===== src/rtl/fifo_sync_controller.sv =====
`default_nettype none
// ============================================================================
// Module : fifo_sync_controller
// Brief  : Pointer, occupancy and flag controller sequencing a byte memory as a FIFO.
// Rev    : 1.0  initial release
// ============================================================================
module fifo_sync_controller #(
    parameter int N        = 16,
    parameter int DEPTH    = 16'h6800,
    parameter int AF_LEVEL = DEPTH - 4,
    parameter int AE_LEVEL = 4
) (
    input  logic         clk,
    input  logic         rst,
    input  logic         wrReq,
    input  logic [7:0]   wrDataIn,
    input  logic         rdReq,
    input  logic         clrErr,
    output logic         memWrEn,
    output logic [N-1:0] memWrPtr,
    output logic [7:0]   memWrData,
    output logic [N-1:0] memRdPtr,
    output logic         rdValid,
    output logic         full,
    output logic         empty,
    output logic         almostFull,
    output logic         almostEmpty,
    output logic [N:0]   count,
    output logic         overflow,
    output logic         underflow
);

    localparam logic [N-1:0] LAST_PTR = N'(DEPTH - 1);
    localparam logic [N:0]   DEPTH_C  = (N + 1)'(DEPTH);
    localparam logic [N:0]   AF_C     = (N + 1)'(AF_LEVEL);
    localparam logic [N:0]   AE_C     = (N + 1)'(AE_LEVEL);

    logic [N-1:0] wr_ptr;
    logic [N-1:0] rd_ptr;
    logic         wr_acc;
    logic         rd_acc;
    logic [N:0]   count_next;

    // Acceptance uses only registered flags, so no fall-through or full bypass.
    assign wr_acc     = wrReq & ~full;
    assign rd_acc     = rdReq & ~empty;
    assign count_next = count + (N + 1)'(wr_acc) - (N + 1)'(rd_acc);

    assign memWrEn   = wr_acc;
    assign memWrPtr  = wr_ptr;
    assign memWrData = wrDataIn;
    assign memRdPtr  = rd_ptr;

    always_ff @(posedge clk or posedge rst) begin
        if (rst) begin
            wr_ptr      <= '0;
            rd_ptr      <= '0;
            count       <= '0;
            full        <= 1'b0;
            empty       <= 1'b1;
            almostFull  <= 1'b0;
            almostEmpty <= 1'b1;
            rdValid     <= 1'b0;
            overflow    <= 1'b0;
            underflow   <= 1'b0;
        end else begin
            if (wr_acc) begin
                wr_ptr <= (wr_ptr == LAST_PTR) ? '0 : wr_ptr + 1'b1;
            end
            if (rd_acc) begin
                rd_ptr <= (rd_ptr == LAST_PTR) ? '0 : rd_ptr + 1'b1;
            end
            count       <= count_next;
            full        <= (count_next == DEPTH_C);
            empty       <= (count_next == '0);
            almostFull  <= (count_next >= AF_C);
            almostEmpty <= (count_next <= AE_C);
            rdValid     <= rd_acc;
            // A new error event outranks a simultaneous clear.
            overflow    <= (wrReq & full)  | (overflow  & ~clrErr);
            underflow   <= (rdReq & empty) | (underflow & ~clrErr);
        end
    end

endmodule
`default_nettype wire

===== config.mk =====
export PLATFORM = sky130hd
export DESIGN_NAME = fifo_sync_controller
export DESIGN_NICKNAME = d
export VERILOG_FILES = /design/src/rtl/fifo_sync_controller.sv
export SDC_FILE = /design/constraint.sdc
export NUM_CORES = 1
export LEC_CHECK = 0
export ABC_CLOCK_PERIOD_IN_PS = 5900
export BUFFER_PORTS_ARGS = -buffer_cell sky130_fd_sc_hd__clkbuf_2
export CAP_MARGIN = 5
export CELL_PAD_IN_SITES_DETAIL_PLACEMENT = 1
export CELL_PAD_IN_SITES_GLOBAL_PLACEMENT = 1
export CORE_ASPECT_RATIO = 1.4
export CORE_MARGIN = 2
export CORE_UTILIZATION = 44
export CTS_CLUSTER_SIZE = 28
export DETAILED_ROUTE_END_ITERATION = 16
export PLACE_DENSITY_LB_ADDON = 0.1
export SETUP_SLACK_MARGIN = 0.3
export SKIP_LAST_GASP = 1
export SYNTH_ARGS = -nofsm -noshare
export SYNTH_HDL_FRONTEND = slang
export SYNTH_SLANG_ARGS = --single-unit

===== constraint.sdc =====
create_clock -name clk -period 5.9 [get_ports clk]
set_input_delay 1.475 -clock clk [delete_from_list [all_inputs] [get_ports clk]]
set_output_delay 1.475 -clock clk [all_outputs]
set_load 0.02 [all_outputs]

==> summary.txt <==
Status = finished, final reports clean
Syn_nets = 375
Drt wl/cell = 15.4 um
Max FO, Critical Path = 9
RSZ-0062 raised after global routing = false
Area grow syn2layout = 13.8%
Placer Congestion = 0.758
Vias in the first global route = 2765
Sequential area share after synthesis = 43.0%
Crit-path cells = clkbuf_2 > nor2b_1 > buf_4 > ha_1 > inv_1 > ha_1 > inv_1 > fa_1 > nor2b_4 > o21a_1 > nor2_2 > xnor2_1 > or4_1 > or4_1 > or3_4 > nor3_1
Syn Inst Count = 342
Most used DFF post-synth = dfrtp_1
Max VDD drop = 0.368 mV
Starting Density = 44.9%
Count leader, synth = dfrtp_1
Hold buffers post-CTS = 0
Critical path's slowest cell = or4_1
CTS tree = done
First-pass GRT wire length = 13100 um
Setup Skew = 8.98 ps
Crit path kind = input pin to flip-flop
Max stage delay on crit path = 500 ps
Slew Viols, Final = 0
Crit path time final = 4660 ps
Root Buffer = clkbuf_8
Clock sink count = 56
Max Cap Viol = 0
Tot GR Track Use = 19.9%
PortBufs = 61
Synth top cells by count = 54 x dfrtp_1, 34 x inv_1, 32 x nor2_1, 29 x xnor2_1, 26 x nand2_1
N_diodes = 0
Critical path's top delay family = simple AND/OR/NAND/NOR gates
Num ports = 78
Worst hold path type = flip-flop to flip-flop
Cts bufs inserted = 5
Clock latency on the worst-skew pair = 310 ps
Setup TNS = 0 ps
Routed Antenna Nets = 0
Ranking of synthesized cells by area = dfrtp_1 41%, xnor2_1 7.8%, ha_1 7.3%
Leakage Power = 1.80 nW
DP Wirelength = 5920 um
Nets = 432
Number of synthesized flops with an enable pin = 0
Drc violations = 0
Final setup vio count = 0
Largest net degree at the start of global routing = 57
Post-synthesis cell area = 0.00326 sq mm
Share of the synthesized area in the top cell type = 41.4%
Worst-Margin Slew = 734 ps
Worst-path clk slew = 100 ps
Netlist cell types = 50
Router iterations before antenna repair = 4
CP startpoint kind = input pin
Final setup margin = 1240 ps
Iter 0 DRT Violations = 82
Htree depth = 2
Pre-CTS setup slack = 888 ps
Postcts setup bufs = 0
Die area = 0.00813 sq mm
F_max = 0.214 GHz
Share of cells above drive strength 1 = 21.3%
Yosys reg bits = 56
Top cell type by total area after synthesis = dfrtp_1
Avg Cell Area, Syn = 9.54 sq um
Number of cell rows = 37
Worst EP required = 6130 ps
Worst EP arrival = 4890 ps
Via count = 2626
Fin. Hold Viols = 0
Post-synth ARST share = 100%
WP buf/inv = 4
Vias/cell = 5.28
Crit end category = flip-flop
Wirelength, routed = 7650 um
Clock Path Buffers = 2
Die height = 106 um
Die width = 76.8 um
YS warnings = 0
Global-route congestion overflow total = 0
Final period util = 79.1%
Slew margin rel. = 51.1%
Post_cts resized = 0
Initial antenna violation count = 0
Core box area = 0.00727 sq mm
Power per cell area = 671 mW/mm^2
-- cell usage in the layout (no fill, tap or decap), types with 4 or more instances in the layout --
cell type	instances
a21oi_1	11
inv_1	33
clkbuf_2	61
nand2_1	26
clkbuf_8	5
nand4_1	10
xnor2_1	29
ha_1	19
and3_1	4
xor2_1	15
o21ai_0	12
nor3_1	8
dfrtp_1	54
a21o_1	6
nor2_1	32
nand3_1	15
-- state kept, by name, summed over array words and instances (netlist names) --
name and flops:
empty 1, underflow 1, almostFull 1, almostEmpty 1, full 1, memRdPtr 16
memWrPtr 16, rdValid 1, count 17, overflow 1
-- stage by stage --
step / hold slack, ps / power (mW) / cells / instance area (sq um) / utilization, %
floorplan: 555 / 1.86 / 342 / 3260 / -
global placement: 474 / 2.22 / 489 / 3610 / 49.6
detailed placement: 485 / 2.27 / 489 / 3610 / 49.6
CTS: 502 / 2.53 / 497 / 3720 / 51.1
global route: 528 / 2.72 / 497 / 3720 / 51.1
finish: 501 / 2.49 / 497 / 3720 / 51.1
-- worst reg2reg max path, stage by stage, from the launching register on --
cell and delay, ps:
dfstp_2 570, nor2b_1 50, buf_4 160, ha_1 270
inv_1 50, ha_1 190, inv_1 70, fa_1 480
nor2b_4 160, o21a_1 130, nor2_2 40, xnor2_1 140
or4_1 500, or4_1 410, or3_4 360, nor3_1 220
-- report_power, final --
group          internal [mW]  leakage [nW]  switching, mW  total [mW]
clock network          0.126        0.0552          0.126       0.252
registers              0.508         0.688          0.103       0.611
logic                  0.625          1.05           1.01        1.63
total                   1.26          1.80           1.24        2.49
-- layer usage --
layer  part of all wire, %  wire, um  global-route usage, %  up-vias
met3                   3.0       226                   2.97       10
met5                     0         0                      0        -
met2                    55      4220                   37.9       47
met1                    40      3090                   22.7     1299
met4                   1.4       105                   5.97        0
li1                      -         -                      -     1270
-- layout make-up --
class / instances / area (sq um)
Multi-Input combinational cell: 239 / 1640
Sequential cell: 56 / 1400
Clock inverter: 2 / 35.0
Fill cell: 890 / 3550
Tap cell: 97 / 121
Inverter: 34 / 128
Timing Repair Buffer: 63 / 320
Clock buffer: 6 / 72.6
-- final timing paths --
| path | startpoint | to | slack, ps | cells after the start |
|---|---|---|---|---|
| worst max-delay path | rdReq | empty$_DFF_PP1_ | 1240 | 16 |
| worst min-delay path | memRdPtr[10]$_DFFE_PP0P_ | memRdPtr[10]$_DFFE_PP0P_ | 500 | 1 |
| worst max register to register | empty$_DFF_PP1_ | empty$_DFF_PP1_ | 2010 | 15 |
| worst min register to register | memRdPtr[10]$_DFFE_PP0P_ | memRdPtr[10]$_DFFE_PP0P_ | 500 | 1 |
| max in group asynchronous | rst | memRdPtr[3]$_DFFE_PP0P_ | 4070 | 3 |
| min in group asynchronous | rst | memWrPtr[9]$_DFFE_PP0N_ | 1360 | 3 |
-- kinds of logic (layout without fill, tap and decap cells) --
kind of cell,after synthesis,in the layout,synth area share [%]
compound gates,55,55,11.6
mux,2,2,0.613
flops,56,56,43.0
fa+ha+maj,20,20,7.90
simple gates,118,118,18.2
xor+xnor,44,44,11.8
buf+inv,47,105,6.90
(Power assumes the default switching activity.)
